**config.mk**
```make
export PLATFORM = sky130hd
export DESIGN_NAME = ttl_74ls191
export DESIGN_NICKNAME = d
export VERILOG_FILES = /design/src/rtl/ttl_pkg.sv /design/src/rtl/ttl_74ls191.sv
export SDC_FILE = /design/constraint.sdc
export NUM_CORES = 1
export LEC_CHECK = 0
export BUFFER_PORTS_ARGS = -buffer_cell sky130_fd_sc_hd__buf_2
export CAP_MARGIN = 20
export CORE_AREA = 2 2 39 41
export CTS_BUF_LIST = sky130_fd_sc_hd__clkbuf_16
export CTS_CLUSTER_DIAMETER = 200
export DETAILED_ROUTE_END_ITERATION = 12
export DIE_AREA = 0 0 41 43
export PLACE_DENSITY = 0.58
export SYNTH_ARGS = -nofsm -noshare
export SYNTH_HDL_FRONTEND = slang
export SYNTH_SLANG_ARGS = --single-unit
```
**constraint.sdc**
```tcl
create_clock -name _A -period 3.36 [get_ports _A]
set_input_delay 0.504 -clock _A [delete_from_list [all_inputs] [get_ports _A]]
set_output_delay 0.504 -clock _A [all_outputs]
set_load 0.01 [all_outputs]
```
**src/rtl/ttl_pkg.sv**
```systemverilog
// Shared definitions for the TTL counter library.
//   TTL_CNT_UP / TTL_CNT_DOWN : encodings of the D_U direction pin
//   tc(q, dir, width)         : terminal-count detect for a width-bit value;
//                               all-ones when counting up, zero when counting down
package ttl_pkg;

    localparam logic TTL_CNT_UP   = 1'b0;
    localparam logic TTL_CNT_DOWN = 1'b1;

    function automatic logic tc(input logic [31:0] q, input logic dir, input int unsigned width);
        logic [31:0] mask;
        mask = 32'((64'd1 << width) - 64'd1);
        if (dir == TTL_CNT_DOWN)
            return (q & mask) == 32'd0;
        else
            return (q & mask) == mask;
    endfunction

endpackage

```
**src/rtl/ttl_74ls191.sv**
```systemverilog
// Presettable synchronous up/down binary counter with terminal-count and
// ripple carry/borrow outputs, plus an asynchronous clear.
//   _A       : clock, all synchronous actions on the falling edge
//   R        : asynchronous active-high clear
//   _LOAD    : active-low synchronous parallel load of D
//   _CTEN    : active-low count enable
//   D_U      : direction, 0 = up, 1 = down
//   D        : preset data
//   Q        : counter state
//   MAX_MIN  : terminal count for the current direction
//   _RCO     : active-low carry/borrow, low when at terminal count and enabled
//   VCC, GND : power pins, modelling only
module ttl_74ls191
    import ttl_pkg::*;
#(
    parameter int WIDTH = 4
) (
    input  logic             _A,
    input  logic             R,
    input  logic             _LOAD,
    input  logic             _CTEN,
    input  logic             D_U,
    input  logic [WIDTH-1:0] D,
    output logic [WIDTH-1:0] Q,
    output logic             MAX_MIN,
    output logic             _RCO,
    input  logic             VCC,
    input  logic             GND
);

    logic unused_pwr;
    assign unused_pwr = VCC ^ GND;

    always_ff @(negedge _A or posedge R) begin
        if (R) begin
            Q <= '0;
        end else if (!_LOAD) begin
            Q <= D;
        end else begin
            // An unknown enable or direction must not be resolved to a
            // plausible value; anything other than clean 0/1 poisons Q.
            case ({_CTEN, D_U})
                {1'b0, TTL_CNT_UP}:   Q <= Q + 1'b1;
                {1'b0, TTL_CNT_DOWN}: Q <= Q - 1'b1;
                {1'b1, TTL_CNT_UP},
                {1'b1, TTL_CNT_DOWN}: Q <= Q;
                default:              Q <= 'x;
            endcase
        end
    end

    // Purely combinational so a cascade's next stage sees the enable in the
    // same cycle and all stages step on one shared edge.
    assign MAX_MIN = tc(32'(Q), D_U, WIDTH);
    assign _RCO    = ~(MAX_MIN & ~_CTEN);

endmodule
```
==> flow_summary_export.csv, run 1 <==
group,metric,value,unit
logic_synthesis,synthDistinctLibCells,24,
logic_synthesis,yosys.area_share.xor_xnor,5.51,%
logic_synthesis,muxShareOfSynthArea,9.84,%
logic_synthesis,yosysTopAreaCell,"dfrtn_1",
outcome,violations,"setup timing",
critical_path,cp.required,2.86,ns
cells_and_area,largest_register_ffs,4,
clock_network,cts_inserted_buffers,3,
logic_synthesis,synth_top_area_share,31.5,%
grt,track_usage,10.2,%
clock_network,clk_latency,0.26,ns
power,peakVddDrop,0.341,mV
logic_synthesis,synthTopCellsByArea,"dfrtn_1 31%, mux2i_1 6.3%, xnor2_1 5.5%, a2111oi_2 4.7%, nor3b_1 4.7%",
logic_synthesis,synth_ff_type,"dfrtn_1",
sta,slew_viol_final,0,
routing,wirelength,728,um
critical_path,r2r_end,"Q[2]$_DFFE_NP0P_",
routing,first_pass_iters,4,
critical_path,cp-end-kind,"primary output",
clock_network,h-tree-depth,1,
grt,grt_first_pass_wirelength,1190,um
sta,rsz0062_at_grt,"true",
power,switching_share,22.5,%
clock_network,clkSinkCount,4,
logic_synthesis,synth.most_common_cell,"dfrtn_1",
cells_and_area,antenna_cells,0,
critical_path,crit_path_start_kind,"flop",
critical_path,regToRegSetupSlack,1.76,ns
sta,maxSlewHeadroom,83.7,%
grt,grt_max_degree,9,
logic_synthesis,synth_fa_ha_area_share,3.94,%
job,drv_cap,0,
sta,setup_tns,-0.608,ns
die,dieWidth,41,um
logic_synthesis,synth_top_family_by_area,"simple AND/OR/NAND/NOR gates",
clock_network,cts_tree,"done",
logic_synthesis,synth_nets,46,
clock_network,cts.repair.resized,0,
logic_synthesis,synth-simple-area-share,30.7,%
grt,grt_pass1_vias,293,
place,io_buffers,14,
min_path,worstHoldPathType,"reg2reg",
grt,grt-ovfl-total,0,
sta,skew,0.000180,ns
power,p_seq_share,19.7,%
logic_synthesis,synth-seq-cells,4,
power,switching_power,0.0741,mW
min_path,hold-path-endpoint,"Q[3]$_DFFE_NP0P_",
logic_synthesis,syn_avg_cell_area,9.35,um2
place,routabilityCongestion,0.684,
logic_synthesis,syn_area,318,um2
place,postPlaceCellArea,474,um2
logic_synthesis,synth_enable_flop_cells,0,
logic_synthesis,synth_common_cells,"4 x dfrtn_1, 3 x inv_1",
sta,layout_setup_ws,-0.324,ns
die,num_rows,14,
logic_synthesis,ys_seq_area_share,31.5,%
critical_path,reg2reg_depth,6,
die,initial_utilization,23.0,%
cells_and_area,fin_area,549,um2
logic_synthesis,ys_async_sr_fraction,100,%
die,die_h,43,um
clock_network,clk_path_buf_depth,2,
die,die_area,1760,um2
power,powerDensity,598,nW/um2
logic_synthesis,synth_compound_area_share,12.2,%
routing,initialDrtViolationCount,3,
logic_synthesis,postSynthCellCount,34,
cells_and_area,drive_gt1_share,57.4,%
min_path,hold_depth,2,
cells_and_area,top_register,"Q",
power,p_int,0.255,mW
cells_and_area,reg.largest.list,"Q x4",
routing,ant_nets,0,
die,io-pin-count,17,
routing,vias_per_cell,4.54,
critical_path,arrival,3.18,ns
routing,wl_per_cell,10.4,um
routing,vias,318,
cells_and_area,nets,68,
sta,whs,0.652,ns
routing,drc,0,
critical_path,r2r-start,"Q[1]$_DFFE_NP0P_",
grt,antenna_found_initial,0,
logic_synthesis,yosysWarnings,0,
cells_and_area,area_growth,72.8,%
sta,hold_violations,0,
min_path,min_from,"Q[3]$_DFFE_NP0P_",
sta,tightest_slew,0.243,ns
critical_path,critPathKind,"reg2out",
clock_network,root_buffer,"clkbuf_16",
power,p_leak,0.254,nW
outcome,status,"finished with violations",
sta,finalSetupViolCount,2,
power,p_comb_share,25.2,%
clock_network,clkTransAtPathRegs,0.03,ns
power,pwr-share-clk,55.1,%
critical_path,crit_fanout,2,
die,core_area,1380,um2
==> per-layer routing <==
| layer | GRT usage (%) | wire [um] |
|---|---|---|
| met1 | 13.0 | 359 |
| met2 | 13.4 | 300 |
| met3 | 4.71 | 68 |
| met4 | 6.00 | 0 |
| met5 | 0 | 0 |
==> cell families (layout without fill, tap and decap cells) <==
kind of cell               Yosys count  count (layout)
adders and majority gates            1               1
xor gates and xnor gates             2               2
buffers and inverters                5              25
muxes                                3               3
and+or+nand+nor                     14              14
AOI/OAI and AO/OA                    5               5
DFF                                  4               4
==> power groups by stage <==
stage / logic, mW / clock network (mW) / registers (mW)
after global placement: 0.0836 / 0 / 0.0648
after CTS: 0.0845 / 0.185 / 0.0649
after floorplan: 0.0438 / 0 / 0.0736
final: 0.0829 / 0.181 / 0.0647
after global routing: 0.0916 / 0.189 / 0.0664
after detailed placement: 0.0838 / 0 / 0.0654
==> what timing repair did <==
action / CTS / global route
endpoints found under the setup margin: 2 / 2
hold buffers: 0 / 0
cloned: 0 / 0
pin swaps: 1 / 1
setup buffers: 0 / 0
==> metrics by stage <==
step / instances / setup slack, ns / power (mW) / utilization, %
after global placement: 67 / -0.174 / 0.148 / 34.3
after global routing: 70 / -0.389 / 0.347 / 39.7
final: 70 / -0.324 / 0.329 / 39.7
after detailed placement: 67 / -0.166 / 0.149 / 34.3
after CTS: 70 / -0.332 / 0.334 / 39.7
after floorplan: 34 / -0.147 / 0.117 / -
==> area by class of cell <==
type | instances | area [um2]
Clock buffer | 3 | 75.1
Timing Repair Buffer | 19 | 108
Tap cell | 16 | 20.0
Sequential cell | 4 | 100
Inverter | 3 | 11.3
Multi-Input combinational cell | 25 | 235
Fill cell | 141 | 835
==> worst max path at each step <==
| stage | slack [ns] | startpoint | cells past startpoint | end |
|---|---|---|---|---|
| after floorplan | -0.15 | _CTEN | 7 | Q[2]$_DFFE_NP0P_ |
| after global placement | -0.17 | _CTEN | 7 | Q[2]$_DFFE_NP0P_ |
| after detailed placement | -0.17 | _CTEN | 7 | Q[2]$_DFFE_NP0P_ |
| after CTS | -0.33 | Q[1]$_DFFE_NP0P_ | 4 | _RCO |
| after global routing | -0.39 | Q[0]$_DFFE_NP0P_ | 4 | _RCO |
| final | -0.32 | Q[0]$_DFFE_NP0P_ | 4 | _RCO |
==> layout by cell type (no fill, tap or decap), drive strengths merged, types with 2 or more instances in the layout <==
cell type,netlist,routed
xnor2,2,2
nand2b,2,2
clkbuf,2,3
a21oi,2,2
buf,0,19
dfrtn,4,4
mux2i,2,2
nor3b,2,2
inv,3,3
==> worst max-delay path: stages, from the launching register on <==
cell and delay, ns:
dfrtn_1 0.33, or4b_4 0.56, mux2i_4 0.16, nand2b_1 0.06, buf_2 0.13
Note: power is estimated with default switching activity, not from simulation.
==> run 2, diff against run 1 <==
BUFFER_PORTS_ARGS = -buffer_cell sky130_fd_sc_hd__buf_4   (was -buffer_cell sky130_fd_sc_hd__buf_2)
GPL_TIMING_DRIVEN = 0   (was unset)
clock period = 4.21 ns   (was 3.36 ns; I/O delays follow)
==> flow_summary_export.csv, run 2 (synthesis gave the netlist of run 1 again) <==
group,metric,value,unit
cells_and_area,final_common_cell,"buf_4",
routing,wirelength,746,um
die,num_rows,14,
cells_and_area,fin_area,547,um2
clock_network,clkTransAtPathRegs,0.03,ns
critical_path,cp.required,3.58,ns
critical_path,arrival,3.64,ns
routing,wl_per_cell,10.8,um
min_path,min_from,"Q[3]$_DFFE_NP0P_",
critical_path,critPathMaxStageDelay,0.55,ns
critical_path,regToRegSetupSlack,2.50,ns
min_path,worstHoldPathType,"reg2reg",
cells_and_area,nets,67,
routing,drc,0,
clock_network,root_buffer,"clkbuf_16",
grt,grt_max_degree,9,
routing,vias,319,
power,powerDensity,483,nW/um2
cells_and_area,final_cells,69,
cells_and_area,final_cell_mix,"15 x buf_4, 4 x dfrtn_1, 3 x inv_1, 3 x clkbuf_16",
critical_path,r2r_end,"Q[2]$_DFFE_NP0P_",
sta,slew_viol_final,0,
power,peakVddDrop,0.274,mV
sta,finalSetupViolCount,2,
sta,tightest_slew,0.242,ns
clock_network,cts_inserted_buffers,3,
routing,initialDrtViolationCount,6,
cells_and_area,largest_register_ffs,4,
cells_and_area,antenna_cells,0,
sta,setup_tns,-0.0629,ns
critical_path,crit_fanout,2,
critical_path,path_cells,"or4b_4 -> mux2i_2 -> nand2b_1 -> buf_6",
grt,antenna_found_initial,0,
critical_path,critPathKind,"reg2out",
critical_path,cp_slowest_cell,"or4b_4",
sta,hold_violations,0,
die,io-pin-count,17,
clock_network,clk_latency,0.26,ns
sta,whs,0.623,ns
die,die_area,1760,um2
die,core_area,1380,um2
clock_network,clk_path_buf_depth,2,
place,io_buffers,12,
sta,layout_setup_ws,-0.0625,ns
cells_and_area,top_register,"Q",
power,fin_total_pwr,0.264,mW
cells_and_area,fin_util,39.5,%
clock_network,clkSinkCount,4,
power,p_leak,0.253,nW
critical_path,r2r-start,"Q[1]$_DFFE_NP0P_",
routing,ant_nets,0,
min_path,hold_depth,2,
grt,track_usage,9.88,%
sta,skew,0.000324,ns
place,postPlaceCellArea,434,um2
outcome,violations,"setup timing",
die,initial_utilization,23.0,%
sta,maxSlewHeadroom,83.9,%
place,dp_cells,62,
job,drv_cap,0,
place,hpwl,531,um
outcome,status,"finished with violations",
grt,grt_pass1_vias,302,
critical_path,cp-end-kind,"primary output",
cells_and_area,area_growth,72.0,%
routing,first_pass_iters,3,
die,dieWidth,41,um
grt,grt_first_pass_wirelength,1150,um
sta,rsz0062_at_grt,"true",
die,die_h,43,um
critical_path,crit_path_start_kind,"flop",
routing,vias_per_cell,4.62,
clock_network,cts_tree,"done",
cells_and_area,fill_cells,136,
cells_and_area,reg.largest.list,"Q x4",
grt,grt-ovfl-total,0,
clock_network,h-tree-depth,1,
min_path,hold-path-endpoint,"Q[3]$_DFFE_NP0P_",
place,pre_cts_ws,-0.115,ns
place,routabilityCongestion,0.668,
critical_path,reg2reg_depth,6,
cells_and_area,drive_gt1_share,50.9,%
run 2: cell count changes in the layout (fill, tap and decap cells not counted), sizes merged:
cell,delta
buf,-3
clkbuf,+2
run 2: layout make-up:
cell class / instances / area [um2] / area share [%]
Multi-Input combinational cell: 25 / 206 / 37.8
Timing Repair Buffer: 16 / 124 / 22.7
Sequential cell: 4 / 100 / 18.3
Clock buffer: 3 / 75.1 / 13.7
Tap cell: 16 / 20.0 / 3.66
Inverter: 3 / 11.3 / 2.06
Buffer: 2 / 10.0 / 1.83
run 2: worst max-delay path: cells and delay by family, from the launching register on:
family,cells,cell delay [ns]
buffers and inverters,1,0.12
multiplexers,1,0.18
flip-flops,1,0.34
AND/OR/NAND/NOR,2,0.64
run 2: timing repair:
action,CTS,global route
setup buffers,4,0
resized for setup,0,2
endpoints found under the setup margin,2,2
pin swaps,1,0
hold buffers,0,0
run 2: worst max-delay path by stage:
stage,startpoint,end,cells past startpoint
3_3_place_gp,_CTEN,Q[2]$_DFFE_NP0P_,7
5_1_grt,Q[2]$_DFFE_NP0P_,_RCO,4
2_1_floorplan,_CTEN,Q[2]$_DFFE_NP0P_,7
4_1_cts,Q[2]$_DFFE_NP0P_,_RCO,4
3_5_place_dp,_CTEN,Q[2]$_DFFE_NP0P_,7
6_report,Q[2]$_DFFE_NP0P_,_RCO,4
run 2: where the power goes:
part           total (mW)  switching, mW  internal (mW)
clock               0.147         0.0257          0.121
combinational      0.0660         0.0289         0.0371
sequential         0.0514        0.00554         0.0458
total               0.264         0.0601          0.204
run 2: routing by layer:
layer	track usage [%]	vias to the layer above	wire length, um
met5	0	-	0
met2	12.5	11	357
li1	-	160	-
met1	13.0	146	333
met4	8.00	0	10
met3	3.14	2	45
==> run 3, diff against run 2 <==
PLACE_DENSITY = 0.6   (was 0.58)
clock period = 3.6 ns   (was 4.21 ns; I/O delays follow)
==> flow_summary_export.csv, run 3 (synthesis gave the netlist of run 1 again) <==
group,metric,value,unit
routing,initialDrtViolationCount,7,
clock_network,cts_inserted_buffers,3,
clock_network,cts_tree,"done",
critical_path,reg2reg_depth,7,
die,initial_utilization,23.0,%
critical_path,path_cells,"or4b_4 -> mux2i_4 -> nand2b_1 -> buf_6",
critical_path,r2r-start,"Q[1]$_DFFE_NP0P_",
clock_network,clk_latency,0.26,ns
routing,drc,0,
routing,wirelength,802,um
min_path,worstHoldPathType,"reg2reg",
place,routabilityCongestion,0.607,
die,dieWidth,41,um
sta,rsz0062_at_grt,"true",
critical_path,r2r_end,"Q[2]$_DFFE_NP0P_",
routing,vias,310,
sta,maxSlewHeadroom,83.5,%
critical_path,cp_top_family,"simple AND/OR/NAND/NOR gates",
routing,first_pass_iters,4,
min_path,hold_depth,2,
die,die_h,43,um
cells_and_area,drive_gt1_share,57.4,%
cells_and_area,reg.largest.list,"Q x4",
power,p_leak,0.269,nW
cells_and_area,nets,68,
outcome,violations,"setup timing",
grt,antenna_found_initial,0,
cells_and_area,fin_util,42.8,%
clock_network,clkTransAtPathRegs,0.03,ns
grt,track_usage,11.3,%
power,fin_total_pwr,0.321,mW
routing,wl_per_cell,11.5,um
sta,tightest_slew,0.247,ns
critical_path,cp_num_buf_inv,1,
place,io_buffers,12,
sta,skew,0.00147,ns
sta,slew_viol_final,0,
critical_path,cp.required,3.06,ns
cells_and_area,final_common_cell,"buf_4",
clock_network,hold_buffers,0,
critical_path,cp-end-kind,"primary output",
cells_and_area,final_cell_mix,"16 x buf_4, 4 x dfrtn_1, 3 x inv_1, 3 x clkbuf_16",
die,num_rows,14,
critical_path,critPathMaxStageDelay,0.56,ns
clock_network,clkSinkCount,4,
outcome,status,"finished with violations",
routing,vias_per_cell,4.43,
job,drv_cap,0,
clock_network,h-tree-depth,1,
die,core_area,1380,um2
grt,grt_max_degree,9,
routing,ant_nets,0,
grt,grt_first_pass_wirelength,1360,um
cells_and_area,largest_register_ffs,4,
sta,finalSetupViolCount,2,
die,die_area,1760,um2
min_path,hold-path-endpoint,"Q[3]$_DFFE_NP0P_",
critical_path,cp_slowest_cell,"or4b_4",
critical_path,crit_fanout,2,
grt,grt_pass1_vias,308,
clock_network,root_buffer,"clkbuf_16",
min_path,min_from,"Q[3]$_DFFE_NP0P_",
cells_and_area,top_register,"Q",
die,io-pin-count,17,
critical_path,arrival,3.32,ns
sta,hold_violations,0,
clock_network,clk_path_buf_depth,2,
critical_path,crit_path_start_kind,"flop",
power,powerDensity,543,nW/um2
power,peakVddDrop,0.554,mV
grt,grt-ovfl-total,0,
critical_path,regToRegSetupSlack,1.86,ns
cells_and_area,fill_cells,138,
sta,layout_setup_ws,-0.264,ns
cells_and_area,area_growth,86.2,%
critical_path,critPathKind,"reg2out",
place,hpwl,583,um
cells_and_area,antenna_cells,0,
run 3: cell count changes in the layout (fill, tap and decap cells not counted), sizes merged:
cell	change
buf	+1
run 3: worst max-delay path by stage:
stage                     depth (start not counted)  slack (ns)                to             start
after floorplan                                   7       -0.06  Q[2]$_DFFE_NP0P_             _CTEN
after global placement                            7       -0.12  Q[2]$_DFFE_NP0P_             _CTEN
after detailed placement                          7       -0.16  Q[2]$_DFFE_NP0P_             _CTEN
after CTS                                         4       -0.28              _RCO  Q[0]$_DFFE_NP0P_
after global routing                              4       -0.31              _RCO  Q[0]$_DFFE_NP0P_
final                                             4       -0.26              _RCO  Q[1]$_DFFE_NP0P_
run 3: layer usage:
| layer | GRT usage (%) | routed length (um) | vias up | part of all wire [%] |
|---|---|---|---|---|
| met5 | 0 | 0 | - | 0 |
| met4 | 2.00 | 0 | 0 | 0 |
| met3 | 6.28 | 67 | 0 | 8.4 |
| met2 | 15.6 | 352 | 14 | 44 |
| met1 | 15.3 | 382 | 133 | 48 |
| li1 | - | - | 163 | - |
run 3: power breakdown:
part	leakage (nW)	total [mW]	internal, mW	switching, mW
registers	0.0464	0.0618	0.0536	0.00827
logic	0.186	0.0878	0.0520	0.0358
clock network	0.0370	0.171	0.142	0.0297
run 3: layout make-up:
cell class / count / area (um2) / share of cell area [%]
plain buffers: 2 / 18.8 / 3.17
multi-input cells: 25 / 235 / 39.7
repair buffers: 17 / 131 / 22.2
well taps: 16 / 20.0 / 3.38
inverters: 3 / 11.3 / 1.90
flip-flops and latches: 4 / 100 / 16.9
clock buffers: 3 / 75.1 / 12.7
run 3: worst register-to-register path: cells and delay by family (launching register included):
family	cells	cell delay (ns)
adders and majority gates	1	0.19
xor gates and xnor gates	1	0.12
and+or+nand+nor	3	0.65
DFF	1	0.33
buffers and inverters	2	0.28
run 3: timing repair:
item                       in CTS  in global routing
resized for setup               0                  1
setup buffers                   4                  1
pin swaps                       1                  1
setup endpoints to repair       2                  2
run 3: per-stage QoR:
stage	instances	hold slack [ns]	cell area (um2)	setup WS, ns	TNS, ns
2_1_floorplan	34	0.613	365	-0.0632	-0.107
4_1_cts	69	0.681	581	-0.277	-0.492
3_5_place_dp	62	0.626	475	-0.156	-0.297
5_1_grt	70	0.740	592	-0.313	-0.562
6_report	70	0.686	592	-0.264	-0.469
3_3_place_gp	62	0.621	475	-0.123	-0.227
